`config.mk`:
```
export PLATFORM = sky130hd
export DESIGN_NAME = aes_stream_packer
export DESIGN_NICKNAME = d
export VERILOG_FILES = /design/src/rtl/aes_stream_packer.sv
export SDC_FILE = /design/constraint.sdc
export NUM_CORES = 1
export LEC_CHECK = 0
export ABC_CLOCK_PERIOD_IN_PS = 4000
export CORE_MARGIN = 4
export CORE_UTILIZATION = 40
export DETAILED_ROUTE_END_ITERATION = 7
export PLACE_DENSITY = 0.66
export SYNTH_ARGS = -nofsm -noshare
export SYNTH_HDL_FRONTEND = slang
export SYNTH_SLANG_ARGS = --single-unit
export TNS_END_PERCENT = 10
```
`constraint.sdc`:
```
create_clock -name iCLK -period 4 [get_ports iCLK]
set_input_delay 0.8 -clock iCLK [delete_from_list [all_inputs] [get_ports iCLK]]
set_output_delay 0.8 -clock iCLK [all_outputs]
set_load 0.005 [all_outputs]
```
`src/rtl/aes_stream_packer.sv`:
```
// aes_stream_packer: packs read-FIFO words into AES blocks, runs them through an AES core and unpacks results to the write FIFO (optional stall counter: AES_STREAM_STATS_EN)
module aes_stream_packer #(
  parameter int DATA_W        = 16,
  parameter int BLOCK_W       = 128,
  parameter int LVL_W         = 16,
  parameter int TOTAL_BLOCKS  = 49152,
  parameter int WR_HIGH_WATER = 256,
  parameter int START_DELAY   = 128,
  parameter int AES_TIMEOUT   = 1024
)(
  input  logic               iCLK,
  input  logic               iRST,
  input  logic               iSTART,
  input  logic [1:0]         iMODE,
  input  logic               iABORT,
  input  logic [LVL_W-1:0]   iRD_LEVEL,
  input  logic               iRD_BUSY,
  output logic               oRD,
  input  logic [DATA_W-1:0]  iRD_DATA,
  input  logic [LVL_W-1:0]   iWR_LEVEL,
  input  logic               iWR_BUSY,
  output logic               oWR,
  output logic [DATA_W-1:0]  oWR_DATA,
  output logic               oAES_LD,
  output logic               oAES_ENC,
  output logic [BLOCK_W-1:0] oAES_DATA,
  input  logic               iAES_DONE,
  input  logic [BLOCK_W-1:0] iAES_DATA,
  output logic [1:0]         oDONE,
  output logic [LVL_W+1:0]   oBLOCK_CNT,
  output logic [3:0]         oSTATE
`ifdef AES_STREAM_STATS_EN
  , output logic [31:0]      oSTALL_CNT
`endif
);
  localparam int WORDS = BLOCK_W / DATA_W;
  localparam int IDX_W = $clog2(WORDS);
  localparam int CNT_W = LVL_W + 2;
  typedef enum logic [3:0] {
    IDLE = 4'd0, START_WAIT = 4'd1, RD_WAIT = 4'd2, RD_REQ = 4'd3, RD_LAT = 4'd4,
    AES_LD = 4'd5, AES_WAIT = 4'd6, WR_WAIT = 4'd7, WR_PUSH = 4'd8, DONE = 4'd9
  } state_t;
  state_t             state_q, state_d;
  logic [1:0]         mode_q, mode_d;
  logic [1:0]         done_q, done_d;
  logic [CNT_W-1:0]   cnt_q, cnt_d;
  logic [IDX_W-1:0]   idx_q, idx_d;
  logic [31:0]        dly_q, dly_d;
  logic [31:0]        tmo_q, tmo_d;
  logic [BLOCK_W-1:0] blk_q, blk_d;
  logic [BLOCK_W-1:0] res_q, res_d;
  logic               start_ok, rd_ok, wr_ok, last_word, last_blk;
  assign start_ok  = iSTART && !iABORT && (iMODE == 2'b10 || iMODE == 2'b01) && (state_q == IDLE || state_q == DONE);
  assign rd_ok     = iRD_LEVEL >= LVL_W'(WORDS) && !iRD_BUSY;
  assign wr_ok     = iWR_LEVEL <= LVL_W'(WR_HIGH_WATER - WORDS) && !iWR_BUSY;
  assign last_word = idx_q == IDX_W'(WORDS - 1);
  assign last_blk  = cnt_q + 1'b1 == CNT_W'(TOTAL_BLOCKS);
  // next-state and datapath updates; abort overrides everything at the end
  always_comb begin
    state_d = state_q;
    mode_d  = mode_q;
    done_d  = done_q;
    cnt_d   = cnt_q;
    idx_d   = idx_q;
    dly_d   = dly_q;
    tmo_d   = tmo_q;
    blk_d   = blk_q;
    res_d   = res_q;
    case (state_q)
      IDLE, DONE: if (start_ok) begin
        state_d = START_WAIT;
        mode_d  = iMODE;
        done_d  = 2'b00;
        cnt_d   = '0;
        idx_d   = '0;
        dly_d   = '0;
      end
      START_WAIT: begin
        dly_d   = dly_q + 32'd1;
        state_d = dly_q == 32'(START_DELAY - 1) ? RD_WAIT : START_WAIT;
      end
      RD_WAIT: state_d = rd_ok ? RD_REQ : RD_WAIT;
      RD_REQ:  state_d = RD_LAT;
      RD_LAT: begin
        blk_d[idx_q*DATA_W +: DATA_W] = iRD_DATA;
        idx_d   = last_word ? '0 : idx_q + 1'b1;
        state_d = last_word ? AES_LD : RD_REQ;
      end
      AES_LD: begin
        // the load cycle itself is the first cycle of the timeout window
        tmo_d   = 32'd1;
        state_d = AES_WAIT;
      end
      AES_WAIT: begin
        tmo_d = tmo_q + 32'd1;
        if (iAES_DONE) begin
          res_d   = iAES_DATA;
          state_d = WR_WAIT;
        end else if (tmo_q + 32'd1 >= 32'(AES_TIMEOUT)) begin
          done_d  = 2'b11;
          state_d = DONE;
        end
      end
      WR_WAIT: state_d = wr_ok ? WR_PUSH : WR_WAIT;
      WR_PUSH: begin
        idx_d = last_word ? '0 : idx_q + 1'b1;
        if (last_word) begin
          cnt_d   = cnt_q + 1'b1;
          done_d  = last_blk ? mode_q : done_q;
          state_d = last_blk ? DONE : RD_WAIT;
        end
      end
      default: state_d = IDLE;
    endcase
    if (iABORT) begin
      state_d = IDLE;
      idx_d   = '0;
      done_d  = done_q;
      cnt_d   = cnt_q;
      mode_d  = mode_q;
    end
  end
  // state and datapath registers
  always_ff @(posedge iCLK) begin
    if (iRST) begin
      state_q <= IDLE;
      mode_q  <= '0;
      done_q  <= '0;
      cnt_q   <= '0;
      idx_q   <= '0;
      dly_q   <= '0;
      tmo_q   <= '0;
      blk_q   <= '0;
      res_q   <= '0;
    end else begin
      state_q <= state_d;
      mode_q  <= mode_d;
      done_q  <= done_d;
      cnt_q   <= cnt_d;
      idx_q   <= idx_d;
      dly_q   <= dly_d;
      tmo_q   <= tmo_d;
      blk_q   <= blk_d;
      res_q   <= res_d;
    end
  end
  assign oRD        = state_q == RD_REQ;
  assign oWR        = state_q == WR_PUSH;
  assign oWR_DATA   = res_q[idx_q*DATA_W +: DATA_W];
  assign oAES_LD    = state_q == AES_LD;
  assign oAES_ENC   = mode_q == 2'b10;
  assign oAES_DATA  = blk_q;
  assign oDONE      = done_q;
  assign oBLOCK_CNT = cnt_q;
  assign oSTATE     = state_q;
`ifdef AES_STREAM_STATS_EN
  logic [31:0] stall_q, stall_d;
  logic        stalled;
  assign stalled = (state_q == RD_WAIT && !rd_ok) || (state_q == WR_WAIT && !wr_ok);
  // saturating count of cycles blocked on FIFO levels or busy flags
  always_comb begin
    stall_d = start_ok ? 32'd0 : (stalled && stall_q != '1) ? stall_q + 32'd1 : stall_q;
  end
  // stall counter register
  always_ff @(posedge iCLK) begin
    if (iRST) stall_q <= '0;
    else stall_q <= stall_d;
  end
  assign oSTALL_CNT = stall_q;
`endif
endmodule

```
==> results.py, run 1 <==
metrics = {
    "clocking": {
        "cts_resized": 0,
        "clk_pin_slew_worst_paths_ps": 60,
        "cts_num_sinks": 349,
        "post-cts-setup-buffers": 0,
        "htreeDepth": 2,
        "cts_buffers": 39,
        "cts_hold_buffers": 0,
        "cts_root_buffer": "clkbuf_16",
        "cts_tree": "yes",
        "clockBufferDepth": 3,
        "insertion_delay_ps": 530,
    },
    "floorplan": {
        "fp.dieW_microns": 204.7,
        "fp.dieH_microns": 204.7,
        "design.core.area_sq_um": 37930,
        "row_count": 71,
        "ioPinCount": 357,
        "initial_core_util_pct": 40.82,
        "die_area_sq_um": 41920,
    },
    "timing": {
        "hold_viol": 0,
        "slew_headroom_pct": 30.85,
        "slew_violations": 0,
        "finalCritPeriodShare_pct": 85.98,
        "skew_ps": 13.24,
        "post-route-min-period_ps": 3439,
        "tns_ps": 0,
        "fin_ws_ps": 560.7,
        "worst_pin_slew_ps": 1032,
        "rsz0062_at_grt": "no",
        "fmax_mhz": 290.8,
        "setup_violations": 0,
    },
    "synth": {
        "synthTopCellsByCount": "nand2_1 (431), dfxtp_1 (349), a21oi_1 (306), nor2_1 (243), clkbuf_1 (131)",
        "synth_area_leader_cell": "dfxtp_1",
        "synth.most_common_cell": "nand2_1",
        "synth.area.top_cells": "dfxtp_1 (45%), nand2_1 (10%), a21oi_1 (9.9%)",
        "syn-instance-count": 1967,
        "syn_area_per_cell_sq_um": 7.871,
        "syn_nets": 2160,
        "ys_warn_count": 0,
        "ys_async_sr_fraction_pct": 0,
        "ys_types": 62,
        "synth_flop_cell": "dfxtp_1",
        "netlist_area_sq_um": 15480,
        "synth_edf_count": 0,
        "ys_ff_latch": 349,
        "yosys.area.top_type_share_pct": 45.13,
        "ys_seq_area_share_pct": 45.13,
    },
    "setup_path": {
        "r2r_setup_slack_ps": 560,
        "reg2regPathDepth": 10,
        "cp_max_fo": 19,
        "crit_path_end_kind": "output pin",
        "arrival_ps": 2640,
        "critPathMaxStageDelay_ps": 700,
        "cp-start-kind": "flop",
        "r2r-end": "oAES_DATA[68]",
        "reg2reg_from": "idx_q[2]",
        "cpMaxStageDelayCell": "dfxtp_1",
        "required_ps": 3200,
        "worst-setup-path-type": "flop to output pin",
        "path_cells": "nand2_1 > or3_1 > inv_1 > clkdlybuf4s50_1",
    },
    "power_and_ir_drop": {
        "power.leakage_nw": 6.879,
        "finalPower_mw": 7.307,
        "powerDensity_nw_per_um2": 355.2,
        "vdd_drop_max_mv": 0.2500,
    },
    "detailed_routing": {
        "drt_iter0_drc": 1110,
        "route.vias.total": 14990,
        "wl_per_cell_microns": 18.32,
        "first_pass_iters": 8,
        "postRouteWirelength_microns": 50890,
        "drc": 0,
        "vias_per_cell": 5.397,
        "ant_nets": 0,
    },
    "finish": {
        "final_area_sq_um": 20570,
        "final_util_pct": 54.23,
        "nNetsFinal": 2434,
        "drive_gt1_share_pct": 6.534,
        "syn2layout_area_growth_pct": 32.88,
    },
    "placed_design": {
        "dp_slack_ps": 610.5,
        "dp_hpwl_microns": 36320,
        "dpl_cell_area_sq_um": 19350,
        "io_buffers": 353,
        "routabilityCongestion": 0.8460,
    },
    "grt": {
        "globalRoute.totalOverflow": 0,
        "grt_max_degree": 120,
        "grt.total_usage_pct": 23.12,
        "grt_pass1_vias": 14150,
        "grt_pass1_wl_microns": 78390,
        "antenna_found_initial": 1,
    },
    "min_path": {
        "whs_path_depth": 2,
        "hold_start": "oDONE[0]",
        "worstHoldEndpoint": "oDONE[0]",
        "hold_path_class": "flop to flop",
    },
    "run_status": {
        "status": "finished, final reports clean",
    },
    "job": {
        "maxCapViolCount": 0,
    },
}
worst max-delay path: cells and delay by family, from the launching register on:
kind / cells / cell delay (ps)
buf+inv: 2 / 720
flops: 1 / 700
simple gates: 2 / 690
area by class of cell:
| cell class | instances | area (sq um) |
|---|---|---|
| Antenna cell | 1 | 2.502 |
| Tap cell | 511 | 639.4 |
| Timing Repair Buffer | 381 | 3786 |
| Sequential cell | 349 | 6989 |
| Inverter | 12 | 45.04 |
| Multi-Input combinational cell | 1458 | 7895 |
| Fill cell | 3535 | 17360 |
| Clock buffer | 57 | 1135 |
| Clock inverter | 8 | 80.08 |
routing by layer:
layer | routed length, microns | global-route usage [%]
met1 | 21640 | 30.84
met2 | 24640 | 38.75
met3 | 3647 | 4.955
met4 | 963 | 5.193
met5 | 0 | 0
worst max-delay path by stage:
stage | from | to | slack (ps) | cells past startpoint
detailed placement | idx_q[2] | oAES_DATA[65] | 610 | 10
finish | oSTATE[0] | oAES_LD | 560 | 4
floorplan | tmo_q[12] | oSTATE[0] | 960 | 9
CTS | idx_q[0] | oWR_DATA[12] | 500 | 5
global placement | iABORT | oBLOCK_CNT[3] | 660 | 8
global route | idx_q[2] | oAES_DATA[68] | 270 | 10
power breakdown:
group	internal, mW	leakage [nW]	switching (mW)	total (mW)
registers	3.48	2.81	0.00839	3.49
logic	0.201	3.47	0.166	0.367
clock network	2.03	0.600	1.43	3.45
total	5.71	6.88	1.60	7.31
cells in the final DEF, fill, tap and decap left out, types with 16 or more instances in the layout:
| master | n |
|---|---|
| nand2_1 | 430 |
| clkdlybuf4s50_1 | 352 |
| dfxtp_1 | 347 |
| a21oi_1 | 306 |
| nor2_1 | 243 |
| nand3_1 | 85 |
| clkbuf_16 | 40 |
| nor3_1 | 34 |
| mux4_2 | 32 |
| o21ai_0 | 29 |
| and3_1 | 27 |
| buf_4 | 25 |
| a311oi_1 | 20 |
| mux2i_1 | 18 |
| nand4_1 | 18 |
| nor3b_1 | 18 |
| or3_1 | 16 |
| a31oi_1 | 16 |
state kept, by name, indices dropped and copies added, names as in the netlist:
register    flops
res_q         128
tmo_q          32
mode_q          2
oBLOCK_CNT     18
dly_q          32
idx_q           3
oAES_DATA     128
oSTATE          4
oDONE           2
logic make-up (layout without fill, tap and decap cells):
family          Yosys count  after routing  synth area share (%)
buf+inv                 160            458                 4.016
xor+xnor                 23             23                 1.301
simple gates            951            951                 27.40
fa+ha+maj                 8              8                0.6465
flops                   349            349                 45.13
other cells               0              1                     0
compound gates          418            418                 15.10
mux                      58             58                 6.401
stage by stage:
step,hold WS [ps],cells
6_report,442.2,2777
5_1_grt,462.3,2777
4_1_cts,444.0,2776
3_5_place_dp,435.2,2711
3_3_place_gp,435.3,2711
2_1_floorplan,433.1,1967
Note: power is estimated with default switching activity, not from simulation.
==> inputs of run 2 (changes only) <==
--- a/config.mk
+++ b/config.mk
@@ -6,10 +6,12 @@
 export NUM_CORES = 1
 export LEC_CHECK = 0
 export ABC_CLOCK_PERIOD_IN_PS = 4000
+export CAP_MARGIN = 0
 export CORE_MARGIN = 4
 export CORE_UTILIZATION = 40
 export DETAILED_ROUTE_END_ITERATION = 7
 export PLACE_DENSITY = 0.66
+export SETUP_SLACK_MARGIN = 0.02
 export SYNTH_ARGS = -nofsm -noshare
 export SYNTH_HDL_FRONTEND = slang
 export SYNTH_SLANG_ARGS = --single-unit
==> results of run 2 <==
The final DEF is identical to that of run 1; final timing and power are the same.
==> inputs of run 3 (changes only) <==
--- a/config.mk
+++ b/config.mk
@@ -7,11 +7,11 @@
 export LEC_CHECK = 0
 export ABC_CLOCK_PERIOD_IN_PS = 4000
 export CAP_MARGIN = 0
-export CORE_MARGIN = 4
 export CORE_UTILIZATION = 40
 export DETAILED_ROUTE_END_ITERATION = 7
 export PLACE_DENSITY = 0.66
 export SETUP_SLACK_MARGIN = 0.02
+export SKIP_LAST_GASP = 1
 export SYNTH_ARGS = -nofsm -noshare
 export SYNTH_HDL_FRONTEND = slang
 export SYNTH_SLANG_ARGS = --single-unit
==> results.py, run 3 (synthesized netlist as in run 1, its figures left out) <==
metrics = {
    "min_path": {
        "hold_path_class": "flop to flop",
        "whs_path_depth": 2,
        "worstHoldEndpoint": "oDONE[1]",
        "hold_start": "oDONE[1]",
    },
    "setup_path": {
        "crit_buf_inv": 3,
        "required_ps": 4470,
        "cpLargestDelayFamily": "simple AND/OR/NAND/NOR gates",
        "critPathMaxStageDelay_ps": 800,
        "r2r_setup_slack_ps": 580,
        "cp-start-kind": "flop",
        "path_cells": "buf_4 > clkinv_1 > buf_4 > ha_1 > nor2_1 > and2_1 > nand2_1 > nor3_2 > nand3_1 > a21oi_1",
        "reg2reg_from": "idx_q[2]",
        "r2r-end": "oAES_DATA[76]",
        "cp_max_fo": 20,
        "reg2regPathDepth": 10,
        "worst-setup-path-type": "flop to flop",
        "critPathMostFrequentCell": "buf_4",
        "crit_path_end_kind": "flop",
        "cpMaxStageDelayCell": "nor3_2",
        "arrival_ps": 3890,
    },
    "timing": {
        "slew_violations": 0,
        "slew_headroom_pct": 30.47,
        "skew_ps": 21.77,
        "finalCritPeriodShare_pct": 85.60,
        "post-route-min-period_ps": 3424,
        "worst_pin_slew_ps": 1037,
        "fmax_mhz": 292.0,
        "setup_violations": 0,
        "hold_viol": 0,
        "rsz0062_at_grt": "no",
        "tns_ps": 0,
    },
    "detailed_routing": {
        "first_pass_iters": 5,
        "ant_nets": 0,
        "wl_per_cell_microns": 17.58,
        "drt_iter0_drc": 1034,
        "postRouteWirelength_microns": 48880,
        "vias_per_cell": 5.355,
        "drc": 0,
        "route.vias.total": 14890,
    },
    "finish": {
        "layout_commonest_cell": "nand2_1",
        "final_area_sq_um": 20640,
        "syn2layout_area_growth_pct": 33.31,
        "drive_gt1_share_pct": 6.711,
        "nNetsFinal": 2431,
        "final_cell_mix": "nand2_1 (430), clkdlybuf4s50_1 (352), dfxtp_1 (347), a21oi_1 (306), nor2_1 (243)",
        "final_util_pct": 54.54,
    },
    "clocking": {
        "insertion_delay_ps": 540,
        "cts_tree": "yes",
        "clk_pin_slew_worst_paths_ps": 60,
        "clockBufferDepth": 3,
        "htreeDepth": 2,
        "cts_root_buffer": "clkbuf_16",
        "cts_resized": 0,
        "cts_num_sinks": 349,
        "post-cts-setup-buffers": 0,
        "cts_hold_buffers": 0,
        "cts_buffers": 39,
    },
    "floorplan": {
        "fp.dieW_microns": 198.7,
        "initial_core_util_pct": 40.91,
        "fp.dieH_microns": 198.7,
        "row_count": 71,
        "design.core.area_sq_um": 37840,
        "die_area_sq_um": 39500,
        "ioPinCount": 357,
    },
    "grt": {
        "use_met2_pct": 38.89,
        "grt_pass1_wl_microns": 75160,
        "use_met3_pct": 5.392,
        "antenna_found_initial": 5,
        "grt.met1_usage_pct": 31.58,
        "grt_max_degree": 116,
        "grt_busiest_layer": "met2",
        "grt.total_usage_pct": 24.14,
        "grt_pass1_vias": 13680,
        "globalRoute.totalOverflow": 0,
    },
    "run_status": {
        "status": "finished, final reports clean",
    },
    "power_and_ir_drop": {
        "p_int_mw": 5.808,
        "vdd_drop_max_mv": 0.3207,
        "pwr-share-comb_pct": 4.9,
        "powerDensity_nw_per_um2": 360.5,
        "swShare_pct": 21.93,
        "switchingPower_mw": 1.632,
        "power.share.clock_pct": 48.2,
        "seqPwrFrac_pct": 46.9,
        "power.leakage_nw": 6.901,
    },
    "placed_design": {
        "routabilityCongestion": 0.8722,
        "io_buffers": 353,
        "dpl_cell_area_sq_um": 19340,
        "dp_hpwl_microns": 34290,
    },
    "job": {
        "maxCapViolCount": 0,
    },
}
[run 3: layout make-up]
class / count / area (sq um)
Antenna cell: 4 / 10.01
Clock inverter: 12 / 135.1
Fill cell: 3571 / 17200
Tap cell: 511 / 639.4
Inverter: 12 / 45.04
Clock buffer: 56 / 1150
Timing Repair Buffer: 378 / 3776
Sequential cell: 349 / 6989
Multi-Input combinational cell: 1458 / 7895
[run 3: layer usage]
metal | vias to the layer above | wire [microns]
met2 | 471 | 23190
met3 | 89 | 3358
met1 | 6982 | 20810
met4 | 2 | 1502
li1 | 7344 | -
met5 | - | 19
[run 3: worst register-to-register path: stages (launching register included)]
cell      delay [ps]
dfxtp_1          370
buf_4            270
clkinv_1          90
buf_4            210
ha_1             480
nor2_1           220
and2_1           440
nand2_1          140
nor3_2           800
nand3_1          160
a21oi_1          180
[run 3: worst max path at each step]
stage	startpoint	to	slack (ps)	depth (start not counted)
global placement	iABORT	oBLOCK_CNT[3]	660	8
CTS	oSTATE[0]	oAES_LD	550	4
global route	idx_q[2]	oAES_DATA[64]	260	10
detailed placement	iABORT	oBLOCK_CNT[3]	600	8
finish	idx_q[2]	oAES_DATA[76]	580	10
floorplan	tmo_q[12]	oSTATE[0]	960	9
[run 3: power by group through the flow]
| stage | sequential (mW) | clock [mW] | combinational [mW] |
|---|---|---|---|
| final | 3.49 | 3.58 | 0.367 |
| after floorplan | 3.56 | 0 | 0.116 |
| after global routing | 3.49 | 3.80 | 0.389 |
| after CTS | 3.49 | 3.65 | 0.368 |
| after global placement | 3.57 | 0 | 0.365 |
| after detailed placement | 3.57 | 0 | 0.366 |
[run 3: per-stage QoR]
stage	setup slack (ps)	power, mW	hold slack [ps]	instances
2_1_floorplan	963.1	3.677	433.1	1967
3_3_place_gp	655.1	3.931	436.2	2708
3_5_place_dp	595.5	3.932	437.2	2708
4_1_cts	545.5	7.511	445.8	2776
5_1_grt	256.3	7.678	463.2	2780
6_report	575.8	7.440	446.2	2780
